File: config.mk
export PLATFORM = sky130hd
export DESIGN_NAME = alu_muldiv_controller_flat
export DESIGN_NICKNAME = d
export VERILOG_FILES = /design/src/rtl/alu_pkg.sv /design/src/rtl/alu_muldiv_controller_if.sv /design/src/rtl/alu_muldiv_controller_muldiv_core.sv /design/src/rtl/alu_muldiv_controller.sv /design/src/flat_wrapper.sv
export SDC_FILE = /design/constraint.sdc
export NUM_CORES = 1
export LEC_CHECK = 0
export ABC_AREA = 1
export CORE_MARGIN = 5
export CORE_UTILIZATION = 35
export CTS_CLUSTER_DIAMETER = 80
export DETAILED_ROUTE_END_ITERATION = 8
export DONT_BUFFER_PORTS = 1
export PLACE_DENSITY = 0.49
export SYNTH_ARGS = -nofsm -noshare
export SYNTH_HDL_FRONTEND = slang
export SYNTH_SLANG_ARGS = --single-unit
File: constraint.sdc
create_clock -name clk -period 3.1 [get_ports clk]
set_input_delay 0.465 -clock clk [delete_from_list [all_inputs] [get_ports clk]]
set_output_delay 0.465 -clock clk [all_outputs]
set_load 0.02 [all_outputs]
File: src/rtl/alu_pkg.sv
// rtl/alu_pkg.sv - shared ALU control codes, funct constants, ALU_OP codes and mul/div FSM states
package alu_pkg;

  // alu_control codes driven to the single-cycle ALU
  localparam logic [3:0] ALU_ADD     = 4'b0000;
  localparam logic [3:0] ALU_SUB     = 4'b0001;
  localparam logic [3:0] ALU_AND     = 4'b0010;
  localparam logic [3:0] ALU_OR      = 4'b0011;
  localparam logic [3:0] ALU_XOR     = 4'b0100;
  localparam logic [3:0] ALU_NOR     = 4'b0101;
  localparam logic [3:0] ALU_SLT     = 4'b0110;
  localparam logic [3:0] ALU_SLTU    = 4'b0111;
  localparam logic [3:0] ALU_PASS_HI = 4'b1000;
  localparam logic [3:0] ALU_PASS_LO = 4'b1001;

  // R-type funct field values
  localparam logic [5:0] F_ADD   = 6'b100000;
  localparam logic [5:0] F_SUB   = 6'b100010;
  localparam logic [5:0] F_AND   = 6'b100100;
  localparam logic [5:0] F_OR    = 6'b100101;
  localparam logic [5:0] F_XOR   = 6'b100110;
  localparam logic [5:0] F_NOR   = 6'b100111;
  localparam logic [5:0] F_SLT   = 6'b101010;
  localparam logic [5:0] F_SLTU  = 6'b101011;
  localparam logic [5:0] F_MFHI  = 6'b010000;
  localparam logic [5:0] F_MFLO  = 6'b010010;
  localparam logic [5:0] F_MULT  = 6'b011000;
  localparam logic [5:0] F_MULTU = 6'b011001;
  localparam logic [5:0] F_DIV   = 6'b011010;
  localparam logic [5:0] F_DIVU  = 6'b011011;

  // main-decoder ALU classes
  localparam logic [1:0] ALU_OP_ADD   = 2'b00;
  localparam logic [1:0] ALU_OP_SUB   = 2'b01;
  localparam logic [1:0] ALU_OP_RTYPE = 2'b10;
  localparam logic [1:0] ALU_OP_SLT   = 2'b11;

  typedef enum logic [1:0] {
    ST_IDLE,
    ST_MUL,
    ST_DIV,
    ST_DONE
  } state_t;

  // True for the four R-type ops handled by the iterative unit
  function automatic logic is_muldiv(input logic [1:0] op, input logic [5:0] f);
    return (op == ALU_OP_RTYPE) &&
           ((f == F_MULT) || (f == F_MULTU) || (f == F_DIV) || (f == F_DIVU));
  endfunction

endpackage

File: src/rtl/alu_muldiv_controller_if.sv
// rtl/alu_muldiv_controller_if.sv - EX-stage bus between datapath and the ALU/mul-div controller
interface alu_muldiv_controller_if #(
  parameter int WIDTH  = 32,
  parameter int CTRL_W = 4
);
  logic              valid_in;
  logic [1:0]        alu_op;
  logic [5:0]        funct;
  logic [WIDTH-1:0]  op_a;
  logic [WIDTH-1:0]  op_b;
  logic [CTRL_W-1:0] alu_control;
  logic              stall;
  logic              busy;
  logic              done;
  logic [WIDTH-1:0]  hi;
  logic [WIDTH-1:0]  lo;

  modport master (
    output valid_in, alu_op, funct, op_a, op_b,
    input  alu_control, stall, busy, done, hi, lo
  );

  modport slave (
    input  valid_in, alu_op, funct, op_a, op_b,
    output alu_control, stall, busy, done, hi, lo
  );
endinterface

File: src/rtl/alu_muldiv_controller_muldiv_core.sv
// rtl/alu_muldiv_controller_muldiv_core.sv - iterative shift-add / restoring divide datapath; MUL_EARLY_TERM_EN enables multiply early exit
module muldiv_core #(
  parameter int WIDTH = 32,
  parameter int CNT_W = $clog2(WIDTH) + 1
) (
  input  logic             clk,
  input  logic             rst,
  input  logic             start,
  input  logic             is_div,
  input  logic             is_signed,
  input  logic [WIDTH-1:0] a,
  input  logic [WIDTH-1:0] b,
  output logic             div_zero,
  output logic             last,
  output logic [WIDTH-1:0] res_hi,
  output logic [WIDTH-1:0] res_lo
);
  localparam int W2 = 2 * WIDTH;

  // acc: product accumulator, or remainder in its low half (raw dividend on divide by zero)
  // sh:  multiplicand shifted left each step, or divisor in its low half
  // bits: unconsumed multiplier bits, or dividend bits shifting out / quotient bits shifting in
  logic [W2-1:0]    acc;
  logic [W2-1:0]    sh;
  logic [WIDTH-1:0] bits;
  logic [CNT_W-1:0] cnt;
  logic             div_q;
  logic             dz_q;
  logic             neg_res;
  logic             neg_rem;

  logic             a_neg;
  logic             b_neg;
  logic [WIDTH-1:0] a_abs;
  logic [WIDTH-1:0] b_abs;
  logic [WIDTH:0]   rem_sh;
  logic [WIDTH:0]   rem_diff;
  logic [W2-1:0]    prod;
  logic [WIDTH-1:0] quo;
  logic [WIDTH-1:0] rem;
  logic             early;

  assign a_neg    = is_signed & a[WIDTH-1];
  assign b_neg    = is_signed & b[WIDTH-1];
  assign a_abs    = a_neg ? -a : a;
  assign b_abs    = b_neg ? -b : b;
  assign div_zero = is_div & (b == '0);

  // Partial remainder < divisor, so the shifted value fits WIDTH+1 bits and the
  // difference's top bit is a clean borrow flag.
  assign rem_sh   = {acc[WIDTH-1:0], bits[WIDTH-1]};
  assign rem_diff = rem_sh - {1'b0, sh[WIDTH-1:0]};

`ifdef MUL_EARLY_TERM_EN
  // Left-shifting multiplicand form: once no multiplier bits remain the accumulator is final.
  assign early = ~div_q & (bits == '0);
`else
  assign early = 1'b0;
`endif

  assign last = (cnt != '0) & ((cnt == CNT_W'(1)) | early);

  // load magnitudes on start, then one multiplier/quotient bit per cycle while the counter runs
  always_ff @(posedge clk) begin
    if (rst) begin
      acc     <= '0;
      sh      <= '0;
      bits    <= '0;
      cnt     <= '0;
      div_q   <= 1'b0;
      dz_q    <= 1'b0;
      neg_res <= 1'b0;
      neg_rem <= 1'b0;
    end else if (start) begin
      div_q   <= is_div;
      dz_q    <= div_zero;
      neg_res <= a_neg ^ b_neg;
      neg_rem <= a_neg;
      if (div_zero) begin
        acc  <= W2'(a);
        sh   <= '0;
        bits <= '0;
        cnt  <= '0;
      end else if (is_div) begin
        acc  <= '0;
        sh   <= W2'(b_abs);
        bits <= a_abs;
        cnt  <= CNT_W'(WIDTH);
      end else begin
        acc  <= '0;
        sh   <= W2'(a_abs);
        bits <= b_abs;
        cnt  <= CNT_W'(WIDTH);
      end
    end else if (cnt != '0) begin
      cnt <= last ? '0 : cnt - 1'b1;
      if (div_q) begin
        if (!rem_diff[WIDTH]) begin
          acc  <= W2'(rem_diff[WIDTH-1:0]);
          bits <= {bits[WIDTH-2:0], 1'b1};
        end else begin
          acc  <= W2'(rem_sh[WIDTH-1:0]);
          bits <= {bits[WIDTH-2:0], 1'b0};
        end
      end else begin
        if (bits[0]) acc <= acc + sh;
        sh   <= sh << 1;
        bits <= bits >> 1;
      end
    end
  end

  // sign fix-up and hi/lo mapping; MIN/-1 wraps to lo=MIN, hi=0 naturally
  always_comb begin
    prod = neg_res ? -acc : acc;
    quo  = neg_res ? -bits : bits;
    rem  = neg_rem ? -acc[WIDTH-1:0] : acc[WIDTH-1:0];
    if (dz_q) begin
      res_hi = acc[WIDTH-1:0];
      res_lo = '1;
    end else if (div_q) begin
      res_hi = rem;
      res_lo = quo;
    end else begin
      res_hi = prod[W2-1:WIDTH];
      res_lo = prod[WIDTH-1:0];
    end
  end

endmodule

File: src/rtl/alu_muldiv_controller.sv
// rtl/alu_muldiv_controller.sv - EX-stage ALU decode, mul/div FSM, stall and HI/LO; MUL_EARLY_TERM_EN enables multiply early exit
module alu_muldiv_controller
  import alu_pkg::*;
#(
  parameter int WIDTH  = 32,
  parameter int CTRL_W = 4,
  parameter int CNT_W  = $clog2(WIDTH) + 1
) (
  input logic                   clk,
  input logic                   rst,
  alu_muldiv_controller_if.slave bus
);
  state_t           state;
  logic [3:0]       ctrl;
  logic             md_op;
  logic             start;
  logic             div_zero;
  logic             core_last;
  logic             busy_q;
  logic             done_q;
  logic [WIDTH-1:0] hi_q;
  logic [WIDTH-1:0] lo_q;
  logic [WIDTH-1:0] res_hi;
  logic [WIDTH-1:0] res_lo;

  assign md_op = is_muldiv(bus.alu_op, bus.funct);
  assign start = (state == ST_IDLE) & bus.valid_in & md_op;

  // single-cycle ALU select, independent of the mul/div FSM
  always_comb begin
    ctrl = ALU_ADD;
    case (bus.alu_op)
      ALU_OP_ADD: ctrl = ALU_ADD;
      ALU_OP_SUB: ctrl = ALU_SUB;
      ALU_OP_SLT: ctrl = ALU_SLT;
      default: begin
        case (bus.funct)
          F_ADD:   ctrl = ALU_ADD;
          F_SUB:   ctrl = ALU_SUB;
          F_AND:   ctrl = ALU_AND;
          F_OR:    ctrl = ALU_OR;
          F_XOR:   ctrl = ALU_XOR;
          F_NOR:   ctrl = ALU_NOR;
          F_SLT:   ctrl = ALU_SLT;
          F_SLTU:  ctrl = ALU_SLTU;
          F_MFHI:  ctrl = ALU_PASS_HI;
          F_MFLO:  ctrl = ALU_PASS_LO;
          default: ctrl = ALU_ADD;
        endcase
      end
    endcase
  end

  // funct[1] selects divide, funct[0] selects the unsigned variant
  muldiv_core #(
    .WIDTH (WIDTH),
    .CNT_W (CNT_W)
  ) u_core (
    .clk       (clk),
    .rst       (rst),
    .start     (start),
    .is_div    (bus.funct[1]),
    .is_signed (~bus.funct[0]),
    .a         (bus.op_a),
    .b         (bus.op_b),
    .div_zero  (div_zero),
    .last      (core_last),
    .res_hi    (res_hi),
    .res_lo    (res_lo)
  );

  // mul/div sequencing with registered busy/done; hi/lo written as DONE retires
  always_ff @(posedge clk) begin
    if (rst) begin
      state  <= ST_IDLE;
      hi_q   <= '0;
      lo_q   <= '0;
      busy_q <= 1'b0;
      done_q <= 1'b0;
    end else begin
      done_q <= 1'b0;
      case (state)
        ST_IDLE: begin
          if (start) begin
            if (div_zero) begin
              state  <= ST_DONE;
              done_q <= 1'b1;
            end else if (bus.funct[1]) begin
              state  <= ST_DIV;
              busy_q <= 1'b1;
            end else begin
              state  <= ST_MUL;
              busy_q <= 1'b1;
            end
          end
        end
        ST_MUL, ST_DIV: begin
          if (core_last) begin
            state  <= ST_DONE;
            busy_q <= 1'b0;
            done_q <= 1'b1;
          end
        end
        ST_DONE: begin
          hi_q  <= res_hi;
          lo_q  <= res_lo;
          state <= ST_IDLE;
        end
        default: state <= ST_IDLE;
      endcase
    end
  end

  assign bus.alu_control = CTRL_W'(ctrl);
  assign bus.stall       = start | busy_q;
  assign bus.busy        = busy_q;
  assign bus.done        = done_q;
  assign bus.hi          = hi_q;
  assign bus.lo          = lo_q;

endmodule

File: src/flat_wrapper.sv
// flat-port wrapper written by rule: the top's interface ports become plain ports
module alu_muldiv_controller_flat import alu_pkg::*;
#(
  parameter int WIDTH  = 32,
  parameter int CTRL_W = 4,
  parameter int CNT_W  = $clog2(WIDTH) + 1
)
  (clk, rst, bus_valid_in, bus_alu_op, bus_funct, bus_op_a, bus_op_b, bus_alu_control, bus_stall, bus_busy, bus_done, bus_hi, bus_lo);
  alu_muldiv_controller_if #(.WIDTH(WIDTH), .CTRL_W(CTRL_W)) bus_i ();
  input logic clk;
  input logic rst;
  input wire logic [$bits(bus_i.valid_in)-1:0] bus_valid_in;
  input wire logic [$bits(bus_i.alu_op)-1:0] bus_alu_op;
  input wire logic [$bits(bus_i.funct)-1:0] bus_funct;
  input wire logic [$bits(bus_i.op_a)-1:0] bus_op_a;
  input wire logic [$bits(bus_i.op_b)-1:0] bus_op_b;
  output wire logic [$bits(bus_i.alu_control)-1:0] bus_alu_control;
  output wire logic [$bits(bus_i.stall)-1:0] bus_stall;
  output wire logic [$bits(bus_i.busy)-1:0] bus_busy;
  output wire logic [$bits(bus_i.done)-1:0] bus_done;
  output wire logic [$bits(bus_i.hi)-1:0] bus_hi;
  output wire logic [$bits(bus_i.lo)-1:0] bus_lo;
  assign bus_i.valid_in = bus_valid_in;
  assign bus_i.alu_op = bus_alu_op;
  assign bus_i.funct = bus_funct;
  assign bus_i.op_a = bus_op_a;
  assign bus_i.op_b = bus_op_b;
  assign bus_alu_control = bus_i.alu_control;
  assign bus_stall = bus_i.stall;
  assign bus_busy = bus_i.busy;
  assign bus_done = bus_i.done;
  assign bus_hi = bus_i.hi;
  assign bus_lo = bus_i.lo;
  alu_muldiv_controller #(.WIDTH(WIDTH), .CTRL_W(CTRL_W), .CNT_W(CNT_W)) u_core (.clk(clk), .rst(rst), .bus(bus_i));
endmodule
==> flow_summary_export.csv <==
group,metric,value,unit
synthesis,synth_top_area_share,19.3,%
cts,numClockSinks,238,
global_route,grt.met2_usage,47.9,%
critical_path,crit_arrival,3.47,ns
sta,maxSlewViolCount,0,
global_route,grt_max_degree,104,
synthesis,synth_xor_area_share,3.16,%
critical_path,critPathRequiredTime,3.59,ns
global_route,met3_usage,6.15,%
synthesis,synthMuxAreaShare,0,%
sta,final_hold_viol_count,0,
die,initial_utilization,35.3,%
cts,clk_path_buf_depth,3,
layout,fillers,7960,
critical_path,reg2reg_from,"u_core.u_core.acc[30]",
placed_design,place.gp.congestion,1.01,
pwr,peakVddDrop,778,uV
synthesis,ys_async_sr_fraction,0,%
synthesis,synthAdderAreaFrac,5.43,%
critical_path,r2r_end,"u_core.bus.hi[19]",
global_route,grtUsageMet1,44.7,%
die,dieArea,0.0759,mm^2
synthesis,yosys.area.top_type,"dfxtp_1",
route,drt_iter0_drc,3663,
sta,worst_slack,0.115,ns
route,vias,29818,
cts,cts.clk_slew.worst_paths,0.05,ns
cts,clkLatencyLatePin,0.58,ns
synthesis,synth_fp_nets,4508,
global_route,grt_pass1_vias,27281,
route,antenna_left,0,
critical_path,crit_buf_inv,1,
critical_path,cpPeakStageDelay,0.65,ns
sta,post-route-period-util,96.3,%
synthesis,synth_commonest_cells,"1168 x nand2_1, 518 x inv_1, 474 x a21oi_1",
die,rows,97,
placed_design,detailedPlace.worstSlack,0.253,ns
synthesis,yosysWarnings,0,
global_route,antenna_found_initial,3,
sta,max_slew_margin,17.9,%
hold_path,min_from,"rst",
critical_path,path_class,"flop to flop",
cts,cts_made_buffers,36,
route,drt_pass1_iterations,6,
synthesis,synth-main-ff-cell,"dfxtp_1",
hold_path,min_to,"u_core.bus.lo[27]",
synthesis,synth_area_per_cell,5.71,um^2
critical_path,startpoint_type,"flop",
sta,fin_setup_tns,0,ns
synthesis,synth_top_family_by_area,"simple AND/OR/NAND/NOR gates",
route,via_per_inst,5.63,
route,drt_wl_total,125000,um
layout,diodes,0,
layout,multi_input_area,0.0171,mm^2
synthesis,synth_compound_area_share,22.2,%
cts,clock_tree.root_cell,"clkbuf_16",
die,die_h,276,um
layout,drive_above_1_share,6.87,%
layout,ff_latch_area,0.00477,mm^2
layout,area_delta_synth_final,10.7,%
critical_path,worstSetupEndpointType,"flop",
route,drc,0,
pwr,leakage,12.1,nW
status,outcome,"finished, final reports clean",
sta,min_period,2.99,ns
synthesis,netlist_top_cells_area,"dfxtp_1 19%, nand2_1 18%, a21oi_1 9.6%",
critical_path,worstPathMaxFanout,6,
synthesis,synth_seq_cells,238,
cts,tritoncts,"yes",
placed_design,dp_hpwl,100000,um
cts,cts_htree_levels,2,
global_route,grt_pass1_wl,181000,um
placed_design,detailed_place.area,0.0261,mm^2
hold_path,worstHoldPathType,"primary input to flop",
synthesis,syn_area,0.0247,mm^2
job,maxCapViolCount,0,
die,die_x,276,um
critical_path,rrSetupSlack,0.11,ns
synthesis,yosys.cell_count.top_type,"nand2_1",
placed_design,io_buffer_count,0,
sta,setup_viol,0,
synthesis,synthSimpleGateAreaFrac,38.2,%
critical_path,worstPathCellList,"buf_4, nor2_1, nand3_1, nor2_1, nand2_1, nor2_4, nand2_2, nand2_2, nand2_1, nand2_1, nand3_1, nand3_1, nand2_1, a21oi_1",
synthesis,synth_cell_types,70,
global_route,grt_overflow_total,0,
global_route,grt_usage,31.6,%
hold_path,hold_path_depth,3,
synthesis,ys_seq_area_share,19.3,%
synthesis,synth-edff-count,0,
critical_path,cpMostUsedCell,"nand2_1",
die,ios,146,
sta,fin_worst_skew,0.0186,ns
pwr,powerDensity,927,mW/mm^2
synthesis,netlist_instances,4327,
critical_path,critPathSlowestCell,"nor2_1",
route,wl_per_cell,23.6,um
global_route,grt-busiest-layer,"met2",
die,core_area,0.0700,mm^2
critical_path,reg2reg_depth,14,
sta,tightest_slew,1.23,ns
layout,fin_area,0.0273,mm^2
critical_path,crit_family,"simple AND/OR/NAND/NOR gates",
sta,timing.fmax,335,MHz
sta,grt_setup_unrepaired,"no",
layout,final_nets,4508,
==> worst max path at each step <==
stage                                 startpoint                     to  slack [ns]  depth (start not counted)
final                      u_core.u_core.acc[30]      u_core.bus.hi[19]        0.11                         14
after global routing       u_core.u_core.acc[30]      u_core.bus.hi[19]        0.07                         14
after CTS                        u_core.state[0]              bus_stall        0.20                          9
after detailed placement             bus_op_b[0]  u_core.u_core.acc[26]        0.25                         12
after global placement     u_core.u_core.acc[20]  u_core.u_core.acc[57]        0.20                         11
after floorplan           u_core.u_core.bits[31]   u_core.u_core.acc[1]        0.75                         17
==> sequential cells by signal, indices dropped and copies added, names as in the netlist <==
name	cells
u_core.bus.done	1
u_core.u_core.div_q	1
u_core.bus.lo	32
u_core.bus.busy	1
u_core.u_core.sh	64
u_core.bus.hi	32
u_core.u_core.neg_rem	1
u_core.u_core.bits	32
u_core.u_core.acc	64
u_core.u_core.cnt	6
u_core.u_core.neg_res	1
u_core.state	2
u_core.u_core.dz_q	1
==> what timing repair did <==
item	4_1_cts	5_1_grt
endpoints found under the hold margin	31	0
resized for setup	0	2
hold buffers	4	0
setup buffers	0	0
endpoints found under the setup margin	0	6
==> worst reg2reg max path: stages, from the launching register on <==
cell and delay (ns):
dfxtp_1 0.37, buf_4 0.16, nor2_1 0.65, nand3_1 0.31
nor2_1 0.16, nand2_1 0.10, nor2_4 0.21, nand2_2 0.08
nand2_2 0.15, nand2_1 0.08, nand2_1 0.06, nand3_1 0.13
nand3_1 0.12, nand2_1 0.18, a21oi_1 0.16
==> logic make-up after synthesis <==
kind of cell | after synthesis
XOR/XNOR | 89
adder cells (fa/ha/maj) | 106
buffers and inverters | 712
AND/OR/NAND/NOR | 2206
flip-flops | 238
AO/OA/AOI/OAI | 976
==> routing by layer <==
layer	vias to the layer above	wire length [um]
met2	1355	52900
met5	-	13
met4	2	5110
met1	13910	55200
li1	14326	-
met3	225	11700
==> through the flow <==
stage | util (%) | hold WS (ns) | instances | total power, mW
final | 39.0 | 0.0666 | 5292 | 25.3
after global routing | 39.0 | 0.0429 | 5292 | 27.2
after CTS | 39.0 | 0.0295 | 5292 | 25.0
after detailed placement | 37.2 | 0.467 | 5225 | 20.6
after global placement | 37.2 | 0.469 | 5225 | 20.7
after floorplan | - | 0.445 | 4327 | 15.7
==> final cells by class <==
cell class	count	area share, %
tap	940	4.30
clock inverter	16	0.733
timing repair buffer	131	3.90
sequential	238	17.5
clock buffer	47	3.67
multi-input combinational	3377	62.5
inverter	543	7.48
==> cell usage in the layout (no fill, tap or decap), types with 18 or more instances in the layout <==
cell	n
nor3_1	56
nand3_1	371
nand3b_1	27
o21bai_1	19
nand4_1	57
o211ai_1	63
buf_4	122
o21ai_1	19
clkbuf_16	36
a31oi_1	45
a21oi_1	474
o21ai_0	256
inv_2	19
nand2_1	1168
xor2_1	77
inv_1	516
nand2_2	23
nor2_2	18
nor2_1	430
ha_1	104
dfxtp_1	236
==> report_power, final <==
group	total, mW	internal [mW]	switching (mW)
clock network	4.23	2.48	1.75
registers	4.30	3.52	0.777
logic	16.8	4.93	11.9
Power figures use the tool's default switching activity.
